--- config.mk ---
export PLATFORM = sky130hd
export DESIGN_NAME = sad_search_ctrl
export DESIGN_NICKNAME = d
export VERILOG_FILES = /design/src/rtl/sad_search_ctrl.sv
export SDC_FILE = /design/constraint.sdc
export NUM_CORES = 1
export LEC_CHECK = 0
export CAP_MARGIN = 20
export CORE_AREA = 2 2 84 86
export DETAILED_ROUTE_END_ITERATION = 10
export DIE_AREA = 0 0 86 88
export PLACE_DENSITY_LB_ADDON = 0.2
export RECOVER_POWER = 50
export SETUP_SLACK_MARGIN = 0.3
export SKIP_CTS_REPAIR_TIMING = 1
export SLEW_MARGIN = 20
export SYNTH_ARGS = -nofsm -noshare
export SYNTH_HDL_FRONTEND = slang
export SYNTH_SLANG_ARGS = --single-unit
--- constraint.sdc ---
create_clock -name clk -period 3.6 [get_ports clk]
set_input_delay 0.9 -clock clk [delete_from_list [all_inputs] [get_ports clk]]
set_output_delay 0.9 -clock clk [all_outputs]
set_load 0.03 [all_outputs]
--- src/rtl/sad_search_ctrl.sv ---
// Block-matching SAD search sequencer: issues row fetches for every candidate
// block, accumulates the returned row SADs and tracks the best candidate.
module sad_search_ctrl #(
  parameter int unsigned WIDTH      = 8,
  parameter int unsigned INPUTS     = 4,
  parameter int unsigned ROWS       = 4,
  parameter int unsigned CANDIDATES = 16,
  localparam int unsigned RW  = WIDTH + $clog2(INPUTS),
  localparam int unsigned SW  = RW + $clog2(ROWS),
  localparam int unsigned CW  = $clog2(CANDIDATES),
  localparam int unsigned RBW = $clog2(ROWS)
) (
  input  logic           clk,
  input  logic           rst,
  input  logic           start,
  output logic           busy,
  output logic           req_valid,
  input  logic           req_ready,
  output logic [CW-1:0]  req_cand,
  output logic [RBW-1:0] req_row,
  input  logic           row_valid,
  input  logic [RW-1:0]  row_sad,
  output logic [SW-1:0]  best_sad,
  output logic [CW-1:0]  best_idx,
  output logic           done
);

  localparam logic [CW-1:0]  LAST_CAND = CW'(CANDIDATES - 1);
  localparam logic [RBW-1:0] LAST_ROW  = RBW'(ROWS - 1);

  typedef enum logic [1:0] {
    S_IDLE,
    S_ISSUE,
    S_DRAIN,
    S_DONE
  } state_t;

  state_t state_q;
  state_t state_d;

  logic [CW-1:0]  rx_cand_q;
  logic [RBW-1:0] rx_row_q;
  logic [SW-1:0]  acc_q;

  logic           start_ok;
  logic           req_fire;
  logic           req_last;
  logic           rx_en;
  logic           rx_last_row;
  logic           rx_final;
  logic [SW-1:0]  acc_base;
  logic [SW-1:0]  acc_sum;

  // Handshake decode and running row-SAD accumulation.
  always_comb begin
    start_ok    = (state_q == S_IDLE) && start;
    req_fire    = req_valid && req_ready;
    req_last    = (req_cand == LAST_CAND) && (req_row == LAST_ROW);
    rx_en       = row_valid && ((state_q == S_ISSUE) || (state_q == S_DRAIN));
    rx_last_row = (rx_row_q == LAST_ROW);
    rx_final    = rx_en && rx_last_row && (rx_cand_q == LAST_CAND);
    acc_base    = (rx_row_q == '0) ? '0 : acc_q;
    acc_sum     = acc_base + SW'(row_sad);
  end

  // Next-state logic for the search sequence.
  always_comb begin
    state_d = state_q;
    case (state_q)
      S_IDLE: begin
        if (start) state_d = S_ISSUE;
      end
      S_ISSUE: begin
        // The final result may land on the same edge as the final request.
        if (req_fire && req_last) state_d = rx_final ? S_DONE : S_DRAIN;
      end
      S_DRAIN: begin
        if (rx_final) state_d = S_DONE;
      end
      S_DONE: begin
        state_d = S_IDLE;
      end
      default: begin
        state_d = S_IDLE;
      end
    endcase
  end

  // State register with registered status outputs decoded from the next state.
  always_ff @(posedge clk) begin
    if (rst) begin
      state_q   <= S_IDLE;
      busy      <= 1'b0;
      req_valid <= 1'b0;
      done      <= 1'b0;
    end else begin
      state_q   <= state_d;
      busy      <= (state_d == S_ISSUE) || (state_d == S_DRAIN);
      req_valid <= (state_d == S_ISSUE);
      done      <= (state_d == S_DONE);
    end
  end

  // Request counters: row-major walk, held while the datapath stalls.
  always_ff @(posedge clk) begin
    if (rst) begin
      req_cand <= '0;
      req_row  <= '0;
    end else if (start_ok) begin
      req_cand <= '0;
      req_row  <= '0;
    end else if (req_fire) begin
      if (req_row == LAST_ROW) begin
        req_row  <= '0;
        req_cand <= req_cand + CW'(1);
      end else begin
        req_row  <= req_row + RBW'(1);
      end
    end
  end

  // Result path: per-candidate accumulation and best-candidate tracking.
  always_ff @(posedge clk) begin
    if (rst) begin
      rx_cand_q <= '0;
      rx_row_q  <= '0;
      acc_q     <= '0;
      best_sad  <= '0;
      best_idx  <= '0;
    end else if (start_ok) begin
      rx_cand_q <= '0;
      rx_row_q  <= '0;
      acc_q     <= '0;
    end else if (rx_en) begin
      acc_q <= acc_sum;
      if (rx_last_row) begin
        rx_row_q  <= '0;
        rx_cand_q <= rx_cand_q + CW'(1);
        // Strict less-than keeps the lowest index on ties.
        if ((rx_cand_q == '0) || (acc_sum < best_sad)) begin
          best_sad <= acc_sum;
          best_idx <= rx_cand_q;
        end
      end else begin
        rx_row_q <= rx_row_q + RBW'(1);
      end
    end
  end

endmodule

==> out/qor.csv, run 1 <==
metric;value;unit
outcome;finished clean;
RR Endpoint;best_sad[0];
Tcrit/Tclk final;97.1;%
global route overflow;0;
Net Sw Frac;27.8;%
Non-Filler Instances;478;
crit path DAT;3.70;ns
die width;86;um
vias in the first global route;2346;
Max Fclk;286;MHz
max incr delay on CP;0.40;ns
R2R setup slack;0.17;ns
switching power;0.314;mW
Layout Skew;0.00699;ns
Hold Fails Final Rpt;0;
relative slew slack;64.8;%
DR iter-0 viols;71;
number of synthesized register bits;45;
Final Wtd Congestion;0.841;
Max Root-Sink Buffers;2;
synth warn;0;
drc violations;0;
launch point of the worst reg-to-reg path;rx_row_q[1];
Post-Synthesis Cells;319;
CTS clk-pin slew, worst paths;0.10;ns
Final min period;3.49;ns
Max VDD drop;0.160;mV
worst slack at placement;-0.437;ns
Worst setup startpoint;row_sad[8];
final worst slack;0.105;ns
routed wire length;6680;um
Synth Net Count;368;
DRT antenna net count;0;
Mapped Area;2750;um2
average wire per standard cell;14.0;um
Crit path top cell by count;a21oi_1;
Seq/Total Area, Yosys;32.8;%
clock share of power;36.6;%
htree depth;2;
nets;446;
Worst setup endpoint;best_sad[0];
Post-synth EDFFs;0;
DIE HEIGHT;88;um
Num CTS Buffers;5;
num rows;30;
via count;2441;
Clock Tree Root;clkbuf_8;
I/O Buffers;39;
layout cells sized above 1;23.6;%
Comb pwr share;17.6;%
RSZ-0062 raised after global routing;true;
Min-Delay Path Class;register to register;
first drt pass iteration count;4;
Worst R2R Path Depth;17;
most frequent cells in the layout;43 x dfxtp_1, 40 x buf_4, 39 x nand2_1;
initial antenna violation count;0;
Seq pwr share;45.8;%
Crit Path Class;input pin to register;
n_diodes;0;
post-synth cell types;49;
crit-path cells;clkdlybuf4s50_1 > ha_1 > a21o_1 > a211o_1 > a21oi_1 > nand3b_1 > ha_4 > a21oi_1 > o21ai_1 > a221oi_2 > o21ai_4 > buf_12 > mux2i_1 > nor2_1;
# IOs;40;
DPL Wire Length;4950;um
Slowest-stage cell, CP;clkdlybuf4s50_1;
setup violators final;0;
FILL cells;623;
PD cells;291;nW/um2
Vias per Instance;5.11;
Power, Total;1.13;mW
Synth async-reset ratio;0;%
worst skew pair latency;0.31;ns
# clock sinks;45;
leakage power;1.67;nW
core area;6640;um2
most common cell after layout, fill and taps aside;dfxtp_1;
Final Slew Violations;0;
internal power;0.814;mW
Mean Syn Cell Area;8.61;um2
Worst Setup Start Kind;input pin;
Die Footprint;7570;um2
Worst Max-Slew Pin Slew;0.527;ns
initial cell density of the core;41.3;%
All-Layer GR Usage;17.9;%
Worst EP required;3.81;ns
ys flop type;dfxtp_1;
first-pass GRT wire length;10800;um
worst-path fanout max;8;
DP Cell Count;466;
Layout Utilization;58.4;%
crit end category;register;
largest net degree at the start of global routing;23;
CTS tree;yes;
max-cap violations;0;
area grow syn2layout;41.3;%
Final Hold Slack;0.456;ns
==> cell type report <==
type	count	area [um2]	area share [%]
Inverter	20	75.1	1.94
Multi-Input combinational cell	243	1920	49.5
Timing Repair Buffer	82	764	19.7
Clock inverter	3	48.8	1.26
Tap cell	80	100	2.58
Sequential cell	45	903	23.3
Clock buffer	5	68.8	1.77
==> cells by family (layout without fill, tap and decap cells) <==
kind of cell | count (synthesis) | count (layout) | synth area share [%]
AOI/OAI and AO/OA | 61 | 61 | 14.5
buffers and inverters | 31 | 110 | 5.29
adders and majority gates | 34 | 34 | 15.8
and+or+nand+nor | 116 | 116 | 20.3
muxes | 17 | 17 | 6.20
DFF | 45 | 45 | 32.8
xor gates and xnor gates | 15 | 15 | 5.06
==> cells in the mapped netlist (2+ instances only) <==
| cell | number | area share (%) |
|---|---|---|
| nand3_1 | 8 | 1.5 |
| o21ai_0 | 6 | 1.1 |
| nor2b_1 | 17 | 3.9 |
| a21o_1 | 3 | 0.82 |
| nand3b_1 | 2 | 0.55 |
| o2111ai_1 | 2 | 0.64 |
| ha_1 | 33 | 15 |
| o21ai_1 | 2 | 0.36 |
| clkbuf_1 | 6 | 0.82 |
| xnor2_1 | 8 | 2.6 |
| xor2_1 | 6 | 1.9 |
| nor3_1 | 4 | 0.73 |
| inv_1 | 20 | 2.7 |
| mux2i_1 | 17 | 6.2 |
| and3_1 | 2 | 0.46 |
| nand2_1 | 39 | 5.3 |
| a211o_1 | 2 | 0.64 |
| or3_1 | 3 | 0.68 |
| dfxtp_1 | 45 | 33 |
| nand4_1 | 2 | 0.46 |
| a21oi_1 | 31 | 5.7 |
| o211ai_1 | 2 | 0.55 |
| nor3b_1 | 2 | 0.55 |
| a211oi_2 | 2 | 0.91 |
| nor2_1 | 31 | 4.2 |
==> critical path: cells and delay by family <==
kind	cells	cell delay, ns
muxes	1	0.15
buffers and inverters	2	0.57
and+or+nand+nor	2	0.25
AOI/OAI and AO/OA	7	1.29
adders and majority gates	2	0.54
==> stage by stage <==
| stage | area [um2] | setup TNS [ns] |
|---|---|---|
| global route | 3880 | -0.226 |
| detailed placement | 3570 | -6.49 |
| floorplan | 2850 | 0 |
| global placement | 3570 | -6.09 |
| CTS | 3690 | -1.78 |
| finish | 3880 | 0 |
==> how the worst min path moves through the flow <==
| stage | from | to | slack [ns] | cells after the start |
|---|---|---|---|---|
| after global routing | acc_q[0] | acc_q[0] | 0.48 | 2 |
| after CTS | acc_q[4] | acc_q[4] | 0.46 | 2 |
| final | acc_q[4] | acc_q[4] | 0.46 | 2 |
| after detailed placement | acc_q[4] | acc_q[4] | 0.44 | 2 |
| after global placement | acc_q[8] | acc_q[8] | 0.44 | 2 |
| after floorplan | acc_q[8] | acc_q[8] | 0.43 | 2 |
==> layer usage <==
layer | up-vias | track usage (%) | share of wire (%)
met5 | - | 0 | 0
li1 | 1240 | - | -
met4 | 0 | 3.90 | 0.75
met1 | 1161 | 21.4 | 45
met3 | 7 | 4.05 | 3.6
met2 | 33 | 32.6 | 51
==> power groups by stage <==
stage	clock network [mW]	registers [mW]	logic, mW
2_1_floorplan	0	0.536	0.104
3_3_place_gp	0	0.528	0.187
3_5_place_dp	0	0.528	0.190
4_1_cts	0.423	0.517	0.191
5_1_grt	0.444	0.519	0.218
6_report	0.413	0.517	0.199
==> sequential cells by signal (all words and copies together) (netlist names) <==
name       count
acc_q         12
done           1
state_q        2
rx_cand_q      4
rx_row_q       2
req_valid      1
req_row        2
req_cand       4
best_idx       4
busy           1
best_sad      12
Power figures use the tool's default switching activity.
==> run 2: changes to the inputs <==
--- a/config.mk
+++ b/config.mk
@@ -9,6 +9,7 @@
 export CORE_AREA = 2 2 84 86
 export DETAILED_ROUTE_END_ITERATION = 10
 export DIE_AREA = 0 0 86 88
+export DONT_BUFFER_PORTS = 1
 export PLACE_DENSITY_LB_ADDON = 0.2
 export RECOVER_POWER = 50
 export SETUP_SLACK_MARGIN = 0.3
==> run 2 against run 1 <==
Effect of this change:
- sequential power increased by 2%
- cell count decreased by 13%
- wire length decreased by 8.8%
- critical path type is now register to register
- critical endpoint is now best_sad[8]
- largest cell class unchanged
- highest routed layer unchanged
==> out/qor.csv, run 2 (synthesized netlist as in run 1, its figures left out) <==
metric;value;unit
die width;86;um
Worst Max-Slew Pin Slew;0.829;ns
Max VDD drop;0.174;mV
Die Footprint;7570;um2
most frequent cells in the layout;43 x dfxtp_1, 40 x nand2_1, 31 x nor2_1;
average wire per standard cell;14.6;um
crit path DAT;3.60;ns
nets;387;
CTS clk-pin slew, worst paths;0.09;ns
multi-input logic area;1870;um2
first drt pass iteration count;4;
FILL cells;661;
Final Slew Violations;0;
initial antenna violation count;0;
RSZ-0062 raised after global routing;true;
leakage power;1.32;nW
Worst EP required;3.79;ns
# IOs;40;
first-pass GRT wire length;10100;um
max-cap violations;0;
crit end category;register;
DRT antenna net count;0;
routed wire length;6090;um
outcome;finished clean;
htree depth;2;
CTS tree;yes;
initial cell density of the core;41.3;%
core area;6640;um2
register area;903;um2
DR iter-0 viols;60;
Vias per Instance;5.19;
global route overflow;0;
most common cell after layout, fill and taps aside;dfxtp_1;
Worst Setup Start Kind;register;
setup violators final;0;
I/O Buffers;0;
num rows;30;
Final min period;3.42;ns
relative slew slack;44.7;%
area grow syn2layout;17.0;%
Crit Path Class;register to register;
Clock Tree Root;clkbuf_8;
final setup TNS;0;ns
PD cells;308;nW/um2
DIE HEIGHT;88;um
DPL Wire Length;4520;um
layout cells sized above 1;19.2;%
worst slack at placement;0.0636;ns
Tcrit/Tclk final;94.9;%
Layout Skew;0.00987;ns
vias in the first global route;2146;
drc violations;0;
largest net degree at the start of global routing;24;
All-Layer GR Usage;17.1;%
Hold Fails Final Rpt;0;
via count;2168;
final worst slack;0.184;ns
Regs by FF count;acc_q x12, best_sad x12;
Max Fclk;293;MHz
worst skew pair latency;0.30;ns
Max Root-Sink Buffers;2;
worst-path fanout max;8;
Num CTS Buffers;5;
Final Wtd Congestion;0.785;
Min-Delay Path Class;register to register;
n_diodes;0;
# clock sinks;45;
==> run 2: changes by cell type in the layout (fill, tap and decap cells not counted), moves of 2 or more <==
| cell | previous run | this run |
|---|---|---|
| a21oi_2 | 3 | 5 |
| buf_4 | 40 | 18 |
| clkbuf_1 | 0 | 3 |
| clkdlybuf4s50_1 | 31 | 0 |
| dlymetal6s2s_1 | 7 | 0 |
| ha_1 | 22 | 24 |
| nor2b_2 | 0 | 2 |
| o21ai_2 | 1 | 3 |
==> run 2: cell type report <==
type,instances,share of cell area [%]
Timing Repair Buffer,23,5.61
Sequential cell,45,28.1
Multi-Input combinational cell,243,58.1
Clock buffer,7,2.69
Tap cell,80,3.12
Inverter,20,2.34
==> run 2: final timing paths <==
path                    start          end  slack (ns)  depth (start not counted)
setup reg to reg  rx_row_q[1]  best_sad[8]        0.18                         18
setup / recovery  rx_row_q[1]  best_sad[8]        0.18                         18
hold reg to reg      acc_q[3]     acc_q[3]        0.45                          2
hold / removal       acc_q[3]     acc_q[3]        0.45                          2
==> run 2: critical path, stage by stage, from the launching register on <==
cell,delay [ns]
dfxtp_2,0.35
inv_2,0.05
ha_4,0.21
nor2b_4,0.14
ha_4,0.22
a211oi_4,0.28
o211ai_2,0.14
a31o_1,0.23
a21oi_2,0.18
xor2_2,0.19
inv_2,0.07
ha_4,0.21
a21oi_2,0.14
o21ai_2,0.07
a221oi_2,0.32
o21ai_4,0.13
buf_8,0.17
mux2i_1,0.15
nor2_1,0.07
==> run 2: stage by stage <==
stage	hold slack, ns	std cells	power, mW	cell area (um2)	utilization, %
6_report	0.453	418	0.989	3210	48.4
2_1_floorplan	0.427	319	0.640	2850	-
5_1_grt	0.478	418	1.04	3210	48.4
3_5_place_dp	0.442	406	0.675	3010	45.3
4_1_cts	0.454	413	0.998	3100	46.6
3_3_place_gp	0.440	406	0.674	3010	45.3
==> run 2: power breakdown <==
| group | total [mW] | switching (mW) | internal (mW) |
|---|---|---|---|
| registers | 0.526 | 0.0171 | 0.509 |
| clock network | 0.321 | 0.169 | 0.153 |
| logic | 0.142 | 0.0799 | 0.0621 |
==> run 2: metal layers <==
| metal | track usage (%) | vias to the layer above | wire, um |
|---|---|---|---|
| li1 | - | 1127 | - |
| met1 | 20.6 | 992 | 2770 |
| met2 | 28.5 | 41 | 2820 |
| met3 | 6.50 | 8 | 415 |
| met4 | 4.91 | 0 | 85 |
| met5 | 0 | - | 0 |
==> run 3: changes to the inputs <==
==> constraint.sdc (replaced) <==
create_clock -name clk -period 3.6 [get_ports clk]
set_input_delay 1.08 -clock clk [delete_from_list [all_inputs] [get_ports clk]]
set_output_delay 1.08 -clock clk [all_outputs]
set_load 0.03 [all_outputs]
==> run 3 against run 2 <==
Effect of this change:
- sequential share of layout area decreased by 1.3 points
- total power is 1.8% higher
- via count grew 6.4%
- combinational power increased by 8%
- wire length rose by 6.7%
- final area up 4.8%
- largest power group unchanged
- critical path type is now input pin to register
- maximum frequency down 1.0%
==> out/qor.csv, run 3 (synthesized netlist as in run 1, its figures left out) <==
metric;value;unit
via count;2307;
largest net degree at the start of global routing;24;
CTS tree;yes;
Crit path top cell by count;a21oi_2;
Max Fclk;290;MHz
nets;401;
Final Slew Violations;0;
Tcrit/Tclk final;95.9;%
num rows;30;
leakage power;1.41;nW
crit end category;register;
global route overflow;0;
outcome;finished clean;
Final Wtd Congestion;0.803;
R2R setup slack;0.18;ns
Crit Path Class;input pin to register;
DR iter-0 viols;68;
Worst path top cell family by delay;compound AO/OA/AOI/OAI gates;
worst-path fanout max;4;
drc violations;0;
n_diodes;0;
Slowest-stage cell, CP;fa_2;
average wire per standard cell;15.0;um
DRT antenna net count;0;
# clock sinks;45;
relative slew slack;49.3;%
die width;86;um
Hold Path Cell Cnt;2;
Worst Max-Slew Pin Slew;0.760;ns
vias in the first global route;2208;
setup violators final;0;
# IOs;40;
Clock Tree Root;clkbuf_8;
Worst EP required;3.80;ns
routed wire length;6500;um
max-cap violations;0;
initial cell density of the core;41.3;%
Worst R2R Path Depth;17;
FILL cells;652;
Worst setup startpoint;row_sad[0];
RSZ-0062 raised after global routing;true;
most frequent cells in the layout;43 x dfxtp_1, 39 x nand2_1, 31 x nor2_1, 31 x buf_4;
Regs by FF count;acc_q x12, best_sad x12;
Final Hold Slack;0.455;ns
Hold Fails Final Rpt;0;
Bufs and invs on worst path;2;
Max VDD drop;0.216;mV
I/O Buffers;0;
final setup TNS;0;ns
Layout Skew;0.00702;ns
CTS clk-pin slew, worst paths;0.09;ns
RR Endpoint;best_sad[8];
initial antenna violation count;0;
first drt pass iteration count;4;
Final min period;3.45;ns
Vias per Instance;5.33;
most common cell after layout, fill and taps aside;dfxtp_1;
All-Layer GR Usage;17.1;%
PD cells;299;nW/um2
Worst Setup Start Kind;input pin;
Hold Path End;acc_q[4];
htree depth;2;
DPL Wire Length;4800;um
Die Footprint;7570;um2
worst skew pair latency;0.30;ns
DIE HEIGHT;88;um
layout cells sized above 1;24.1;%
crit path DAT;3.65;ns
max incr delay on CP;0.36;ns
first-pass GRT wire length;10200;um
core area;6640;um2
launch point of the worst reg-to-reg path;rx_row_q[1];
Min-Delay Path Class;register to register;
Num CTS Buffers;5;
Hold Path Origin;acc_q[4];
area grow syn2layout;22.7;%
Max Root-Sink Buffers;2;
crit-path cells;ha_4 > fa_2 > a21oi_2 > o2111ai_2 > buf_4 > xor2_1 > ha_1 > nand3_2 > o211ai_1 > a21oi_2 > o21ai_4 > buf_6 > mux2i_1 > nor2_1;
-- run 3: routing by layer --
metal	vias to the layer above	track usage (%)	wire, um
li1	1153	-	-
met1	1085	19.7	2720
met2	58	30.9	3230
met3	11	4.52	429
met4	0	5.05	123
met5	-	0	0
-- run 3: tightest hold or removal path: stages (launching register included) --
cell and delay (ns):
dfxtp_1 0.32, nand2_1 0.05, a21oi_1 0.05
-- run 3: cell type report --
class                      count  area [um2]  share of cell area [%]
multi-input combinational    243        1890                    56.2
sequential                    45         903                    26.8
timing repair buffer          37         308                    9.14
tap                           80         100                    2.97
inverter                      20        75.1                    2.23
clock buffer                   5        68.8                    2.04
clock inverter                 3        21.3                   0.632
-- run 3: stage by stage --
step           instance area [um2]  utilization (%)  setup WS (ns)  instances  power (mW)
4_1_cts                       3210             48.4         -0.133        429        1.01
5_1_grt                       3370             50.7         0.0161        433        1.06
6_report                      3370             50.7          0.149        433        1.01
3_5_place_dp                  3120             47.0         -0.194        421       0.681
2_1_floorplan                 2830                -        -0.0460        319       0.638
3_3_place_gp                  3120             47.0         -0.159        421       0.679
-- run 3: worst max-delay path by stage --
stage	slack (ns)	cells past startpoint	endpoint
floorplan	-0.05	15	best_sad[1]
global placement	-0.16	14	best_idx[1]
detailed placement	-0.19	14	best_sad[6]
CTS	-0.13	17	best_sad[6]
global route	0.02	17	best_sad[8]
finish	0.15	14	best_sad[8]
-- run 3: power by group --
| part | internal [mW] | total (mW) | switching [mW] |
|---|---|---|---|
| registers | 0.509 | 0.526 | 0.0173 |
| logic | 0.0682 | 0.153 | 0.0845 |
| clock network | 0.138 | 0.328 | 0.190 |
| total | 0.715 | 1.01 | 0.292 |
